==> src/rtl/data_memory_arbiter_pkg.sv <==
// Shared types and helpers for the two-port data memory arbiter.
// The FSM state enum, port/word sizing and the address legality check.
package data_memory_arbiter_pkg;

  localparam int NUM_PORTS = 2;
  localparam int WORD_BITS = 32;

  typedef enum logic [1:0] {
    IDLE   = 2'd0,
    ACCESS = 2'd1,
    RESP   = 2'd2
  } state_e;

  // Word-aligned and inside the attached memory.
  function automatic logic addr_legal(input logic [WORD_BITS-1:0] addr,
                                      input int unsigned depth_words);
    logic [WORD_BITS-1:0] word_idx;
    word_idx   = {2'b00, addr[WORD_BITS-1:2]};
    addr_legal = (addr[1:0] == 2'b00) && (word_idx < WORD_BITS'(depth_words));
  endfunction

endpackage

==> src/rtl/rr_arbiter2.sv <==
// Two-requester combinational arbiter: a lone requester always wins,
// a tie goes to the port named by the priority pointer.
module rr_arbiter2 (
  input  logic [1:0] req,
  input  logic       prio,
  output logic [1:0] grant
);

  always_comb begin
    grant    = 2'b00;
    grant[0] = req[0] & (~req[1] | ~prio);
    grant[1] = req[1] & (~req[0] |  prio);
  end

endmodule

==> src/rtl/data_memory_arbiter.sv <==
// Arbitrates a CPU port and a DMA/debug port onto one data_memory with a
// fixed three-cycle IDLE -> ACCESS -> RESP transfer and alternating priority.
module data_memory_arbiter
  import data_memory_arbiter_pkg::*;
#(
  parameter int DEPTH_WORDS    = 64,
  parameter int RESET_PRIORITY = 0
) (
  input  logic                      clock,
  input  logic                      reset,
  input  logic [1:0]                p_req,
  input  logic [1:0]                p_we,
  input  logic [1:0][WORD_BITS-1:0] p_address,
  input  logic [1:0][WORD_BITS-1:0] p_write_data,
  output logic [1:0]                p_ack,
  output logic                      p_err,
  output logic [WORD_BITS-1:0]      p_read_data,
  output logic                      mem_we,
  output logic [WORD_BITS-1:0]      mem_address,
  output logic [WORD_BITS-1:0]      mem_write_data,
  input  logic [WORD_BITS-1:0]      mem_read_data
);

  // Handshake: a port raises p_req with stable operands and holds them until
  // its one-cycle p_ack; operands are captured once, when the request is
  // sampled in IDLE, and a p_req still high after the ack counts as a new request.

  state_e               state_q, state_d;
  logic                 prio_q, prio_d;
  logic                 owner_q, owner_d;
  logic                 we_q, we_d;
  logic [WORD_BITS-1:0] addr_q, addr_d;
  logic [WORD_BITS-1:0] wdata_q, wdata_d;
  logic [1:0]           ack_q, ack_d;
  logic                 err_q, err_d;
  logic [WORD_BITS-1:0] rdata_q, rdata_d;

  logic [1:0] grant;
  logic       winner;
  logic       legal;
  logic       in_access;

  rr_arbiter2 u_arb (
    .req   (p_req),
    .prio  (prio_q),
    .grant (grant)
  );

  assign winner    = grant[1];
  assign legal     = addr_legal(addr_q, DEPTH_WORDS);
  assign in_access = (state_q == ACCESS);

  always_comb begin
    state_d = state_q;
    prio_d  = prio_q;
    owner_d = owner_q;
    we_d    = we_q;
    addr_d  = addr_q;
    wdata_d = wdata_q;
    ack_d   = 2'b00;
    err_d   = 1'b0;
    rdata_d = '0;
    case (state_q)
      IDLE: begin
        if (|p_req) begin
          state_d = ACCESS;
          owner_d = winner;
          we_d    = p_we[winner];
          addr_d  = p_address[winner];
          wdata_d = p_write_data[winner];
          prio_d  = ~winner;
        end
      end
      ACCESS: begin
        state_d = RESP;
        ack_d   = owner_q ? 2'b10 : 2'b01;
        err_d   = ~legal;
        rdata_d = (legal && !we_q) ? mem_read_data : '0;
      end
      RESP: begin
        state_d = IDLE;
      end
      default: begin
        state_d = IDLE;
      end
    endcase
  end

  always_ff @(posedge clock) begin
    if (reset) begin
      state_q <= IDLE;
      prio_q  <= 1'(RESET_PRIORITY);
      owner_q <= 1'b0;
      we_q    <= 1'b0;
      addr_q  <= '0;
      wdata_q <= '0;
      ack_q   <= 2'b00;
      err_q   <= 1'b0;
      rdata_q <= '0;
    end else begin
      state_q <= state_d;
      prio_q  <= prio_d;
      owner_q <= owner_d;
      we_q    <= we_d;
      addr_q  <= addr_d;
      wdata_q <= wdata_d;
      ack_q   <= ack_d;
      err_q   <= err_d;
      rdata_q <= rdata_d;
    end
  end

  // Reset gates the store and the response in the same cycle it is raised.
  assign mem_we         = in_access & we_q & legal & ~reset;
  assign mem_address    = in_access ? addr_q : '0;
  assign mem_write_data = in_access ? wdata_q : '0;
  assign p_ack          = reset ? 2'b00 : ack_q;
  assign p_err          = err_q & ~reset;
  assign p_read_data    = reset ? '0 : rdata_q;

endmodule

==> config.mk <==
export PLATFORM = sky130hd
export DESIGN_NAME = data_memory_arbiter
export DESIGN_NICKNAME = d
export VERILOG_FILES = /design/src/rtl/data_memory_arbiter_pkg.sv /design/src/rtl/rr_arbiter2.sv /design/src/rtl/data_memory_arbiter.sv
export SDC_FILE = /design/constraint.sdc
export NUM_CORES = 1
export LEC_CHECK = 0
export CAP_MARGIN = 20
export CELL_PAD_IN_SITES_DETAIL_PLACEMENT = 0
export CELL_PAD_IN_SITES_GLOBAL_PLACEMENT = 2
export CORE_ASPECT_RATIO = 2
export CORE_UTILIZATION = 24
export DETAILED_ROUTE_END_ITERATION = 8
export PLACE_DENSITY = 0.85
export SYNTH_ARGS = -nofsm -noshare
export SYNTH_HDL_FRONTEND = slang
export SYNTH_SLANG_ARGS = --single-unit
export TNS_END_PERCENT = 1
==> constraint.sdc <==
create_clock -name clock -period 3.32 [get_ports clock]
set_input_delay 0.332 -clock clock [delete_from_list [all_inputs] [get_ports clock]]
set_output_delay 0.332 -clock clock [all_outputs]
set_load 0.1 [all_outputs]
After elaboration in Yosys (flattened, before gate mapping)
Cells that the tools add are included.
Storage, ports and cells
  output and inout bits: 100
  input port bits: 166
  word-level logic and storage cells: 47
  register bits: 104
Operators by class
  muxes and demuxes: 13
  eq/ne operators: 2
  bitwise operators: 12
  order comparisons: 2
  reduce and logical (&&, ||, !) cells: 9
Operator list (count)
  $mux W32: 7
  $lt A30 B7 Y1 const B: 1
  $mux W2: 3
  $not A1 Y1: 6
  $and A1 B1 Y1: 5
  $logic_not A2 Y1: 2
  $pmux W2 S2: 1
  $reduce_or A2 Y1: 2
  $reduce_or A3 Y1: 1
  $eq A2 B1 Y1 const B: 1
  $logic_and A1 B1 Y1: 2
  $lt A1 B2 Y1 const B: 1
  $mux W1: 2
  $ne A2 B2 Y1 const B: 1
  $reduce_and A2 Y1: 1
  $logic_not A1 Y1: 1
  $or A1 B1 Y1: 1

Depth between registers and ports, before layout
Gate-level depths: netlist of the first run.
  depth after elaboration: 5
  mapped depth: 5
  mapped depth without buffers: 3

Cells and area by module
From an unflattened synthesis of the first run, not the netlist that was laid out.
Second synthesis, totals
  cell total of the unflattened synthesis: 548
  area, all modules: 5058.6 um^2
By module, submodules not included
  data_memory_arbiter: sequential area each 2082.0 um^2, cells an instance 545, instances 1, area an instance 5039.8 um^2
  rr_arbiter2: sequential area each 0.0 um^2, cells an instance 3, instances 1, area an instance 18.8 um^2

Worst setup path before layout of the first run
Ideal clock, no wire load.
  path kind: register to output
  start point: register addr_q[18]
  end point: output port mem_we
  data arrival time: 3.821 ns
  cell stages (with the launch flop): 4
  path buffers: 0
  slack: -0.833 ns
  required time: 2.988 ns
  path through: dfxtp_1 -> nor4_1 -> nand2_1 -> nor4_1
On the way
  word-level cells in the longest chain between the ends: 4
Ends and longest elaborated chain
  from (decl): RTL line data_memory_arbiter.sv:32  | logic [WORD_BITS-1:0] addr_q, addr_d;
  from (signal assigned): RTL line data_memory_arbiter.sv:105  | addr_q <= addr_d;
  $lt A30 B7 Y1: RTL line data_memory_arbiter_pkg.sv:19  | addr_legal = (addr[1:0] == 2'b00) && (word_idx < WORD_BITS'(depth_words));
  $logic_and A1 B1 Y1: RTL line data_memory_arbiter_pkg.sv:19
  $and A1 B1 Y1 (2 in a row): RTL line data_memory_arbiter.sv:114  | assign mem_we = in_access & we_q & legal & ~reset;
  to (decl): RTL line data_memory_arbiter.sv:18  | output logic mem_we,
No other way between the ends.

Worst setup path in the final report of the first run
Ends and elaborated chain as after synthesis.

==> impl_metrics.csv, run 1 <==
group,metric,value,unit
outcome,status,"completed",
clock_tree,cts_root_buf,"clkbuf_16",
clock_tree,numClockSinks,104,
detailed_routing,firstDrtPassIters,6,
hold_path,hp-class,"primary input to flip-flop",
critical_path,startpoint,"addr_q[18]",
layout,fillers,2294,
yosys,synth_nets,811,
pwr,seq_power_share,0.395,
clock_tree,post_cts_buffers,0,
detailed_routing,via_per_inst,5.231,
clock_tree,cts_max_level,3,
yosys,synth_compound_area_frac,0.2475,
place,place_congestion,0.8281,
critical_path,crit_path_end_kind,"output pin",
critical_path,critPathSlowestCell,"nor4_1",
place,dp_cells,1116,
detailed_routing,post-route-drc-count,0,
grt,grt_max_degree,67,
timing,clock.fmax,410.4,MHz
clock_tree,clockBufferDepth,2,
critical_path,slowest_delay,0.60,ns
yosys,synthAdderAreaFrac,0,
timing,fin_skew,0.01454,ns
detailed_routing,routed_wirelength,22940,um
detailed_routing,avgRoutedWirePerCell,20.14,um
critical_path,r2r-start,"addr_q[27]",
floorplan,fp.dieW,108.1,um
floorplan,core,22060,sq um
floorplan,ios,266,
yosys,synthMuxAreaShare,0,
clock_tree,path_clk_slew,0.09,ns
critical_path,reg2reg_depth,3,
critical_path,cp_max_fo,3,
detailed_routing,ant_nets,0,
timing,tightest_slew,0.9623,ns
critical_path,critPathCapture,"mem_we",
grt,antenna_found_initial,7,
yosys,yosysWarnings,0,
timing,slew_violations,0,
detailed_routing,drt-initial-drc-count,338,
yosys,yosys.area_share.simple,0.2764,
clock_tree,cts-resized-gates,0,
timing,finalWorstSetupSlack,0.8833,ns
pwr,ir_drop,223.8,uV
hold_path,whs_path_depth,3,
yosys,synthXorXnorAreaFrac,0,
layout,most-common-layout-cells,"clkdlybuf4s50_1, buf_4, dfxtp_1",
pwr,p_int,2.278,mW
detailed_routing,dr_total_vias,5958,
timing,finalHoldViolCount,0,
timing,finalSetupTns,0,ns
floorplan,die_h,214.2,um
place,pre_cts_slack,1.008,ns
grt,grt.total_usage,0.1987,
pwr,p_sw,1.197,mW
critical_path,setup.worst_path.class,"flip-flop to output pin",
yosys,syn-cell-area,5405,sq um
critical_path,worstSetupStartpointType,"flip-flop",
clock_tree,worstSkewPairLatency,0.36,ns
timing,rsz0062_at_grt,"no",
clock_tree,cts-hold-fix-buffers,0,
floorplan,dieArea,23160,sq um
floorplan,start_util,0.2450,
clock_tree,cts_buffers,9,
place,port_buffers,265,
grt,overflow,0,
grt,grt_pass1_wl,34800,um
grt,first_global_vias,6043,
timing,setup_violations,0,
pwr,p_per_area,417.6,nW/um^2
floorplan,rows,77,
place,dpl.hpwl,15720,um
yosys,synth_edf_count,0,
timing,min_period,2.437,ns
timing,maxSlewHeadroom,0.3570,
clock_tree,cts_tree,"done",
pwr,switching_share,0.3445,
layout,area_delta_synth_final,53.96,%
pwr,clkPwrFrac,0.328,
critical_path,r2r_setup_slack,1.26,ns
yosys,synthFlopType,"dfxtp_1",
pwr,combPwrFrac,0.277,
critical_path,r2r-end,"rdata_q[0]",
timing,whs,0.4460,ns
yosys,ys_seq_area_frac,0.3852,
pwr,p_leak,3.062,nW
layout,layout-drive-gt1-share,0.2056,
critical_path,cp_cell_sequence,"nor4_1 > nand2_1 > nor4_2 > buf_12",
timing,finalCritPeriodShare,0.7339,
yosys,synth_seq_cells,104,
yosys,synth_cell_type_count,29,
job,maxCapViolCount,0,
layout,final_common_cell,"clkdlybuf4s50_1",
critical_path,critPathRequiredTime,2.99,ns
yosys,async_flop_share,0,
yosys,synth_top_family_by_area,"simple AND/OR/NAND/NOR gates",
layout,fin_nets,1017,
layout,fin_cells,1139,
critical_path,arrival,2.10,ns
yosys,synth_cells,645,
yosys,syn_avg_cell_area,8.380,sq um
-- state kept, by name (all words and copies together) (netlist names) --
| signal | flops |
|---|---|
| owner_q | 1 |
| wdata_q | 32 |
| we_q | 1 |
| addr_q | 32 |
| prio_q | 1 |
| rdata_q | 32 |
| err_q | 1 |
| ack_q | 2 |
| state_q | 2 |
-- cells by family (layout without fill, tap and decap cells) --
kind of cell           after synthesis  in the layout
AOI/OAI and AO/OA                  201            201
buffers and inverters              121            332
DFF                                104            104
other                                0              7
and+or+nand+nor                    219            219
-- per-layer routing --
| layer | track usage | part of all wire |
|---|---|---|
| met1 | 0.2229 | 0.38 |
| met2 | 0.3482 | 0.53 |
| met3 | 0.02766 | 0.049 |
| met4 | 0.1155 | 0.042 |
| met5 | 0 | 0 |
-- worst min-delay path by stage --
stage	endpoint	slack, ns	start
final	wdata_q[24]	0.45	p_req[1]
after global routing	addr_q[26]	0.47	p_req[1]
after CTS	addr_q[18]	0.43	p_req[1]
after detailed placement	ack_q[0]	0.48	owner_q
after global placement	ack_q[0]	0.48	owner_q
after floorplan	ack_q[0]	0.40	owner_q
-- power groups by stage --
| stage | combinational (mW) | sequential (mW) | clock, mW |
|---|---|---|---|
| after floorplan | 0.586 | 1.38 | 0 |
| after global placement | 0.966 | 1.40 | 0 |
| after detailed placement | 0.967 | 1.40 | 0 |
| after CTS | 0.969 | 1.37 | 1.18 |
| after global routing | 1.03 | 1.38 | 1.22 |
| final | 0.963 | 1.37 | 1.14 |
-- critical path, delay by kind of cell, from the launching register on --
| kind | cells | cell delay (ns) |
|---|---|---|
| buf+inv | 1 | 0.22 |
| simple gates | 3 | 1.16 |
| flops | 1 | 0.34 |
-- Yosys cell counts (2+ instances only) --
cell type	n	area (sq um)
a21oi_1	2	10.01
a31oi_1	65	406.6
and2_1	65	406.6
buf_1	6	22.52
buf_2	12	60.06
buf_6	3	33.78
clkbuf_1	66	247.7
dfxtp_1	104	2082
inv_1	34	127.6
nand2_1	2	7.510
nand4_1	66	412.9
nor2_1	2	7.510
nor2b_1	37	231.5
nor3_1	3	15.01
nor3_2	30	300.3
nor4_1	6	37.54
o2111ai_1	65	569.3
o21ai_0	65	325.3
o21ai_1	2	10.01
-- metrics by stage --
step / util / power, mW / instance area (sq um)
after floorplan: - / 1.965 / 5411
after global placement: 0.3624 / 2.366 / 7995
after detailed placement: 0.3624 / 2.368 / 7995
after CTS: 0.3764 / 3.518 / 8304
after global routing: 0.3771 / 3.628 / 8319
final: 0.3772 / 3.475 / 8322
-- layout make-up --
type                    count  area, sq um  area share
diodes                      7        17.52    0.002105
clock buffers               9        225.2     0.02706
clock inverters             7        83.83     0.01007
inverters                  34        127.6     0.01534
multi-input cells         420         2860      0.3437
flip-flops and latches    104         2082      0.2502
well taps                 276        345.3     0.04150
repair buffers            282         2580      0.3100
Power figures use the tool's default switching activity.
==> inputs of run 2 (changes only) <==
- CORE_UTILIZATION: 24 -> 20
- PLACE_DENSITY: 0.85 -> 0.75
- clock period: 3.32 -> 2.1 ns (I/O delays scaled with it)
==> run 2 against run 1 <==
Sequential cell count did not move. Non-clock buffer count rose by 13. Critical path depth rose by 1. Global-route usage fell by 2.0 points. Sequential power rose by 58%. Critical endpoint unchanged. Largest power group unchanged.
==> impl_metrics.csv, run 2 (same netlist as run 1, synthesis figures left out) <==
group,metric,value,unit
floorplan,start_util,0.2049,
detailed_routing,firstDrtPassIters,5,
detailed_routing,via_per_inst,4.938,
detailed_routing,dr_wl_met3,1248,um
layout,finalInstanceArea,9667,sq um
place,place_area,9293,sq um
timing,setup_violations,0,
place,dpl.hpwl,17570,um
critical_path,reg2reg_depth,5,
timing,finalHoldViolCount,0,
place,port_buffers,265,
detailed_routing,dr_total_vias,6005,
outcome,status,"completed",
layout,fin_cells,1216,
hold_path,hp-start,"reset",
hold_path,whs_path_depth,3,
layout,top_regs,"addr_q: 32 flops, rdata_q: 32 flops, wdata_q: 32 flops",
critical_path,critPathRequiredTime,1.89,ns
floorplan,die_h,234.5,um
layout,multi_input_area,2890,sq um
hold_path,hold_path_end,"state_q[1]",
timing,tightest_slew,0.7087,ns
timing,min_period,2.052,ns
clock_tree,cts_root_buf,"clkbuf_16",
timing,whs,0.1646,ns
critical_path,r2r-start,"state_q[1]",
detailed_routing,ant_nets,0,
pwr,p_leak,3.402,nW
layout,fillers,2688,
layout,final_common_cell,"clkdlybuf4s50_1",
clock_tree,clockBufferDepth,2,
timing,clock.fmax,487.3,MHz
layout,fin_nets,1030,
timing,slew_violations,0,
pwr,p_total,5.834,mW
clock_tree,cts_max_level,3,
clock_tree,worstSkewPairLatency,0.37,ns
pwr,ir_drop,368.1,uV
clock_tree,cts-hold-fix-buffers,0,
timing,rsz0062_at_grt,"yes",
detailed_routing,avgRoutedWirePerCell,20.45,um
timing,finalWorstSetupSlack,0.04772,ns
critical_path,r2r_setup_slack,0.40,ns
clock_tree,cts_tree,"done",
critical_path,crit_path_end_kind,"output pin",
clock_tree,cts_buffers,9,
detailed_routing,wl_met1,8666,um
place,place_congestion,0.7918,
timing,maxSlewHeadroom,0.5275,
clock_tree,path_clk_slew,0.08,ns
floorplan,core,26380,sq um
detailed_routing,wl_met2,14020,um
critical_path,cp_max_fo,3,
layout,layout-drive-gt1-share,0.2209,
grt,grt_max_degree,64,
place,pre_cts_slack,0.06645,ns
critical_path,setup.worst_path.class,"flip-flop to output pin",
grt,grt_pass1_wl,36690,um
grt,overflow,0,
floorplan,rows,84,
detailed_routing,routed_wirelength,24870,um
critical_path,r2r-end,"addr_q[13]",
floorplan,dieArea,27730,sq um
detailed_routing,routed.top_layer,"met4",
floorplan,ios,266,
grt,antenna_found_initial,3,
pwr,p_per_area,603.5,nW/um^2
layout,seq_area,2085,sq um
timing,finalCritPeriodShare,0.9773,
floorplan,fp.dieW,118.2,um
timing,fin_skew,0.009951,ns
clock_tree,numClockSinks,104,
grt,grt.total_usage,0.1783,
detailed_routing,post-route-drc-count,0,
critical_path,worstSetupStartpointType,"flip-flop",
detailed_routing,drt-initial-drc-count,283,
layout,most-common-layout-cells,"clkdlybuf4s50_1, dfxtp_1, buf_12",
grt,first_global_vias,6081,
critical_path,arrival,1.84,ns
place,dp_cells,1196,
layout,area_delta_synth_final,78.84,%
hold_path,hp-class,"primary input to flip-flop",
job,maxCapViolCount,0,
## run 2: repair_timing
| action | 4_1_cts | 5_1_grt |
|---|---|---|
| buffers inserted | 1 | 0 |
| resized for setup | 3 | 3 |
| endpoints found under the setup margin | 1 | 17 |
| pin swaps | 3 | 3 |
## run 2: per-stage QoR
stage | TNS [ns] | util
after floorplan | -0.2056 | -
after global placement | 0 | 0.3523
after detailed placement | 0 | 0.3523
after CTS | -0.02039 | 0.3657
after global routing | -0.08359 | 0.3664
final | 0 | 0.3664
## run 2: area by class of cell
class	count	area share
flip-flops and latches	104	0.2156
clock inverters	5	0.009190
clock buffers	11	0.02511
repair buffers	295	0.3926
well taps	344	0.04453
multi-input cells	420	0.2990
diodes	3	0.0007766
inverters	34	0.01320
## run 2: how the worst max path moves through the flow
stage               startpoint     endpoint  slack (ns)  cells after the start
floorplan            addr_q[8]       mem_we       -0.11                      3
global placement     addr_q[0]       mem_we        0.11                      4
detailed placement   addr_q[0]  rdata_q[25]        0.07                      5
CTS                 addr_q[30]       mem_we       -0.02                      5
global route         addr_q[1]       mem_we       -0.08                      5
finish               addr_q[0]       mem_we        0.05                      5
## run 2: per-layer routing
metal | vias up | track usage
met5 | - | 0
met2 | 206 | 0.3417
met4 | 0 | 0.09215
met3 | 38 | 0.04142
li1 | 2866 | -
met1 | 2895 | 0.1770
## run 2: worst max-delay path: stages (launching register included)
cell	delay, ns
dfxtp_2	0.34
nor4_4	0.30
nand4_1	0.12
buf_4	0.17
nor4_4	0.31
buf_12	0.21
## run 2: power breakdown
group	switching (mW)	internal (mW)	leakage, nW
registers	0.0763	2.10	0.851
logic	1.02	0.714	2.39
clock network	0.834	1.09	0.162
total	1.93	3.90	3.40
==> inputs of run 3 (changes only) <==
- CTS_CLUSTER_DIAMETER: default -> 200
==> results of run 3 <==
Same layout as run 2: the final DEF is identical, and so are final timing and power.
